### config.mk
export PLATFORM = sky130hd
export DESIGN_NAME = mac_seq_ctrl
export DESIGN_NICKNAME = d
export VERILOG_FILES = /design/src/rtl/mac_seq_ctrl.sv
export SDC_FILE = /design/constraint.sdc
export NUM_CORES = 1
export LEC_CHECK = 0
export CELL_PAD_IN_SITES_DETAIL_PLACEMENT = 1
export CELL_PAD_IN_SITES_GLOBAL_PLACEMENT = 1
export CORE_MARGIN = 2
export CORE_UTILIZATION = 30
export CTS_BUF_LIST = sky130_fd_sc_hd__clkbuf_4
export DETAILED_ROUTE_END_ITERATION = 16
export GPL_TIMING_DRIVEN = 0
export PLACE_DENSITY = 0.65
export SYNTH_ARGS = -nofsm -noshare
export SYNTH_HDL_FRONTEND = slang
export SYNTH_SLANG_ARGS = --single-unit
### constraint.sdc
create_clock -name clk -period 8.94 [get_ports clk]
set_clock_uncertainty 0.05 [all_clocks]
set_input_delay 2.682 -clock clk [delete_from_list [all_inputs] [get_ports clk]]
set_output_delay 2.682 -clock clk [all_outputs]
set_load 0.02 [all_outputs]
### src/rtl/mac_seq_ctrl.sv
// mac_seq_ctrl -- sequencer for the 4x4 multiply-accumulate datapath.
// A start pulse in IDLE clears the accumulator, latches the job length and
// accepts exactly len operand pairs over a valid/ready stream, summing a*b.
// The final sum is then held on a result handshake until the consumer takes it.
// Ports:
//   clk, rst              clock, synchronous active-high reset
//   start, len            job request (sampled only in IDLE) and pair count
//   busy                  high in RUN or DONE
//   in_valid/in_ready     operand stream handshake, in_a/in_b unsigned operands
//   res_valid/res_ready   result handshake, res_data sum, res_ovf sticky carry
//   count                 pairs accepted so far in the current job
module mac_seq_ctrl #(
   parameter int DW    = 4,
   parameter int ACC_W = 10,
   parameter int CNT_W = 4
) (
   input  logic             clk,
   input  logic             rst,
   input  logic             start,
   input  logic [CNT_W-1:0] len,
   output logic             busy,
   input  logic             in_valid,
   output logic             in_ready,
   input  logic [DW-1:0]    in_a,
   input  logic [DW-1:0]    in_b,
   output logic             res_valid,
   input  logic             res_ready,
   output logic [ACC_W-1:0] res_data,
   output logic             res_ovf,
   output logic [CNT_W-1:0] count
);

   typedef enum logic [1:0] {IDLE, RUN, DONE} state_t;

   state_t           state, state_nxt;
   logic [ACC_W-1:0] acc;
   logic             ovf;
   logic [CNT_W-1:0] cnt;
   logic [CNT_W-1:0] len_q;
   logic [2*DW-1:0]  prod;
   logic [ACC_W:0]   sum;
   logic             job_start;
   logic             accept;

   // Full-width product, zero-extended; the extra MSB of sum is the carry-out.
   assign prod = {{DW{1'b0}}, in_a} * {{DW{1'b0}}, in_b};
   assign sum  = {1'b0, acc} + (ACC_W+1)'(prod);

   always_ff @(posedge clk) begin
      if (rst) state <= IDLE;
      else     state <= state_nxt;
   end

   always_comb begin
      state_nxt = state;
      job_start = 1'b0;
      accept    = 1'b0;
      busy      = 1'b0;
      in_ready  = 1'b0;
      res_valid = 1'b0;
      case (state)
         IDLE: begin
            if (start) begin
               job_start = 1'b1;
               // A zero-length job skips RUN and reports the cleared sum.
               state_nxt = (len == '0) ? DONE : RUN;
            end
         end
         RUN: begin
            busy     = 1'b1;
            in_ready = 1'b1;
            if (in_valid) begin
               accept = 1'b1;
               if (cnt == len_q - CNT_W'(1)) state_nxt = DONE;
            end
         end
         DONE: begin
            busy      = 1'b1;
            res_valid = 1'b1;
            // start is not looked at here, so a start coincident with the
            // result handshake is dropped.
            if (res_ready) state_nxt = IDLE;
         end
         default: state_nxt = IDLE;
      endcase
   end

   always_ff @(posedge clk) begin
      if (rst) begin
         acc   <= '0;
         ovf   <= 1'b0;
         cnt   <= '0;
         len_q <= '0;
      end else if (job_start) begin
         acc   <= '0;
         ovf   <= 1'b0;
         cnt   <= '0;
         len_q <= len;
      end else if (accept) begin
         acc   <= sum[ACC_W-1:0];
         ovf   <= ovf | sum[ACC_W];
         cnt   <= cnt + CNT_W'(1);
      end
   end

   // acc/ovf only change on start or accept, so they are stable through DONE.
   assign res_data = acc;
   assign res_ovf  = ovf;
   assign count    = cnt;

endmodule

; ---- Word level (Yosys, flattened, before mapping)
; Index checks and enable logic that the tools add are counted.
[totals]
out_inout_bits = 18
ramBits = 0
latch_bits = 0
register_bits = 21
rom_bits = 0
input_bits = 17
memories = 0
wordCells = 35
[classes]
shift = 0
n_addsub = 3
muxes = 13
div = 0
n_mul = 1
n_eq_ne = 7
bitwise_logic = 1
order_cmp = 0
n_reduce_logical = 5
[ops]
columns = op, count
row1 = adder 10 x 8 -> 11 bit, 1
row2 = two-way mux 2 bit, 5
row3 = multiplier 4 x 4 -> 8 bit, 1
row4 = inequality test 2 bit (second input constant), 4
row5 = two-way mux 1 bit, 7
row6 = case mux 2 bit (3 select lines), 1
row7 = adder 4 x 1 -> 4 bit (second input constant), 1
row8 = == test 4 bit, 1
row9 = logical NOT 4 bit, 1
row10 = AND reduction 4 bit, 1
row11 = OR reduction 2 bit, 2
row12 = subtractor 4 x 1 -> 4 bit (second input constant), 1
row13 = == test 2 x 1 -> 1 bit (second input constant), 1
row14 = == test 2 bit (second input constant), 1
row15 = logical NOT 2 bit, 1
row16 = bitwise OR 1 bit, 1

; ---- Logic depth before layout (Yosys ltp)
[depth]
depth_word = 5
ltp_mapped = 13
depth_no_buf = 13

; ---- Least setup slack after synthesis
; OpenSTA, ideal clock, no wires.
[synth_path]
kind = input to register
startpoint = in in_a[0]
endpoint = reg acc[8] (netlist: res_data[8])
setup_ns = 0.079
path_buffers = 0
required_ns = 8.811
cell_stages = 11
arrival_ns = 5.610
slack_ns = 3.200
path_cell_list = nand2_1 > fa_1 > fa_1 > fa_1 > inv_1 > ha_1 > and2_0 > a22o_1 > o41ai_2 > xnor2_1 > a211oi_2
[synth_between]
elab_chain_len = 2
[synth_rtl]
columns = element, line
row1 = start: declaration, 24  ; input logic [DW-1:0] in_a,
row2 = multiplier 4 x 4 -> 8 bit, 46  ; assign prod = {{DW{1'b0}}, in_a} * {{DW{1'b0}}, in_b};
row3 = adder 10 x 8 -> 11 bit, 47  ; assign sum = {1'b0, acc} + (ACC_W+1)'(prod);
row4 = end signal: assignment, 100  ; acc <= sum[ACC_W-1:0];
row5 = end: declaration, 36  ; logic [ACC_W-1:0] acc;
; Every way passes these cells.
; A chain may end at the register's enable or synchronous reset.

; ---- Worst setup path in the final report
[layout_path]
startpoint = in in_b[3]
endpoint = reg acc[8] (netlist: res_data[8])
[layout_between]
elab_chain_len = 2
[layout_rtl]
columns = element, line
row1 = start: declaration, 25  ; input logic [DW-1:0] in_b,
row2 = multiplier 4 x 4 -> 8 bit, 46
row3 = adder 10 x 8 -> 11 bit, 47
; Every way passes these cells.

==> metrics.md <==
| Metric | Value |
|---|---|
| Area share of the largest cell type after synthesis | `a little under a quarter` |
| Largest net degree at the start of global routing | `12` |
| Reg2reg start | `res_data[4]$_SDFFE_PP0P_` |
| Detailed Route Iter0 Violations | `28` |
| Critical path data required time | `9.14 ns` |
| Clock sink count | `21` |
| CP Cell Sequence | `clkdlybuf4s50_1 -> nand2_1 -> fa_1 -> fa_1 -> fa_1 -> inv_1 -> ha_1 -> and2_0 -> a22o_1 -> o41ai_2 -> xnor2_1 -> a211oi_2` |
| Clk root buf | `clkbuf_4` |
| Initial antenna violation count | `0` |
| Count of cell types in the netlist | `40` |
| Setup violators final | `0` |
| Vias per cell | `roughly 4.8` |
| GRT Total Usage | `~14%` |
| Clk buf depth | `2` |
| Final GP Congestion | `~0.74` |
| Final Util | `39.58%` |
| Register area | `roughly 420 um^2` |
| Initial Util | `a little under a third` |
| Critical Path Source | `in_b[3]` |
| Cts bufs inserted | `3` |
| Worst Setup EP | `res_data[8]$_SDFFE_PP0P_` |
| Critical path class | `input pin to register` |
| HPWL after detailed placement | `roughly 3400 um` |
| Layout area overhead | `25.46%` |
| Final wirelength | `a little over 4000 um` |
| Die width | `around 80 um` |
| Cts hold-fix bufs | `0` |
| Post-route ant nets | `0` |
| Worst path most repeated cell | `fa_1` |
| Unrepaired setup endpoints after global routing | `no` |
| Top cells by area, synth | `dfxtp_1 (24%), ha_1 (16%), fa_1 (10%), inv_1 (6.2%), and2_1 (5.0%)` |
| CTS tree | `built` |
| Top_reg_cell synth | `dfxtp_1` |
| Area of the multi-input gates | `~1200 um^2` |
| Most common cell in the netlist | `inv_1` |
| I/O pins | `35` |
| Run status | `finished, final reports clean` |
| Clock power frac | `between 10% and 20%` |
| Hold Path Class | `register to register` |
| Vias | `about 1600` |
| Critical path's slowest cell | `clkdlybuf4s50_1` |
| Dpl cells | `between 300 and 400` |
| Syn_nets | `262` |
| Detailed-route DRC error count | `0` |
| Hold WS | `approximately 0.43 ns` |
| Final Non-Filler Cells | `about 320` |
| Worst slew pin tran | `around 0.48 ns` |
| Die footprint | `between 6000 and 7000 um^2` |
| Post_cts resized | `0` |
| Wire per inst | `12.75 um` |
| Clock transition at path regs | `approximately 0.12 ns` |
| WP data arrival | `6.33 ns` |
| Achievable frequency | `around 160 MHz` |
| FFs w/ async S/R, synth | `0%` |
| Seq cells post-synth | `21` |
| Final setup TNS | `0 ns` |
| Crit start category | `input pin` |
| Post-synth EDFFs | `0` |
| Clock Latency Late Sink | `0.32 ns` |
| Power per cell area | `roughly 130 nW/um^2` |
| Max-slew violation count | `0` |
| Comb pwr share | `46.1%` |
| Filler cells | `704` |
| Cells after Synth | `between 200 and 250` |
| Reg power frac | `roughly 36%` |
| First-pass GRT wire length | `roughly 7000 um` |
| Overall Power | `0.2960 mW` |
| Switch share | `just under 40%` |
| Max_cap viols | `0` |
| Mapped Area | `approximately 1800 um^2` |
| Postcts setup bufs | `0` |
| Final Hold Vio Count | `0` |
| Yosys warnings | `0` |
| GR Overflow Total | `0` |
| Syn_area_per_cell | `8.306 um^2` |
| Period Utilization, post-route | `68.53%` |
| Row count | `27` |
| Dominant cell type by area after synthesis | `dfxtp_1` |
| DR pass1 iterations | `4` |
| Ant. Diodes | `0` |
| Share of cells above drive strength 1 | `~3.6%` |
| Internal power | `roughly 0.18 mW` |
| Reg2reg path depth | `9` |
| Sw Pwr | `between 0.1 and 0.15 mW` |
| Crit path time final | `between 6 and 7 ns` |
| Leak | `approximately 0.95 nW` |
| Kind of end point of the critical path | `register` |
| Vias in the first global route | `~1500` |
| VDD IR max | `0.1091 mV` |
| Core area | `5608 um^2` |
| Nets | `300` |
| R2r setup slk | `6.31 ns` |
| Max Fanout on Critical Path | `4` |
| Reg-to-reg endpoint | `res_data[8]$_SDFFE_PP0P_` |
| Port bufs | `33` |
| Die Y | `80.80 um` |
| Sequential area share after synthesis | `about a quarter` |
| Number of H-tree levels | `1` |
| Rel. slew slack | `around two thirds` |
| Most instantiated cells after synthesis | `inv_1 (29), ha_1 (23), dfxtp_1 (21), nand2_1 (18), a21oi_1 (17)` |
| Hold Crit Start | `len_q[3]$_SDFFE_PP0P_` |
| CP max stage delay | `around 0.52 ns` |
[per-stage QoR]
stage | setup slack [ns] | area [um^2]
after floorplan | 3.200 | 1769
after global placement | 2.458 | 2190
after detailed placement | 2.466 | 2190
after CTS | 2.816 | 2220
after global routing | 2.585 | 2220
final | 2.813 | 2220
[cells by family (layout without fill, tap and decap cells)]
group	Yosys count	in the layout	synth area share (%)
muxes	2	2	1.132
DFF	21	21	23.76
adders and majority gates	32	32	26.45
and+or+nand+nor	72	72	20.37
xor gates and xnor gates	9	9	4.455
AOI/OAI and AO/OA	41	41	15.70
buffers and inverters	36	73	8.132
[state kept, by name, summed over array words and instances (netlist names)]
signal / count
count: 4
len_q: 4
res_data: 10
res_ovf: 1
state: 2
[layout make-up]
cell class	count	share of cell area [%]
plain buffers	7	1.578
clock buffers	4	1.353
inverters	29	4.904
multi-input cells	156	54.28
flip-flops and latches	21	18.94
well taps	72	4.059
repair buffers	33	14.88
[worst min-delay path by stage]
stage,to,slack (ns),cells past startpoint
2_1_floorplan,len_q[3]$_SDFFE_PP0P_,0.40,2
3_3_place_gp,len_q[3]$_SDFFE_PP0P_,0.41,2
3_5_place_dp,len_q[3]$_SDFFE_PP0P_,0.42,2
4_1_cts,len_q[3]$_SDFFE_PP0P_,0.44,2
5_1_grt,len_q[3]$_SDFFE_PP0P_,0.48,2
6_report,len_q[3]$_SDFFE_PP0P_,0.43,2
[placed cells by master (no fill, tap or decap), types with 5 or more instances in the layout]
cell type        count
fa_1                 9
nand3_1              8
a21oi_1             17
nand2_1             18
xor2_1               5
nor2_1              14
dfxtp_1             21
inv_1               29
nor3_1               6
clkdlybuf4s50_1     33
and2_1              14
ha_1                23
[power groups by stage]
stage	clock network, mW	registers [mW]	logic [mW]
global placement	0	0.110	0.136
floorplan	0	0.111	0.0923
CTS	0.0562	0.108	0.139
finish	0.0522	0.107	0.136
global route	0.0595	0.109	0.155
detailed placement	0	0.110	0.138
[critical path, delay by kind of cell]
kind	cells	cell delay (ns)
compound gates	3	0.85
simple gates	2	0.25
buf+inv	2	0.56
xor+xnor	1	0.13
fa+ha+maj	4	1.85
[layer usage]
layer  vias up  share of wire, %  global-route usage [%]
met4         0               1.1                   4.068
met3         5               2.5                   2.333
li1        785                 -                       -
met5         -                 0                       0
met1       754                50                   19.05
met2        16                47                   22.92
Note: power is estimated with default switching activity, not from simulation.
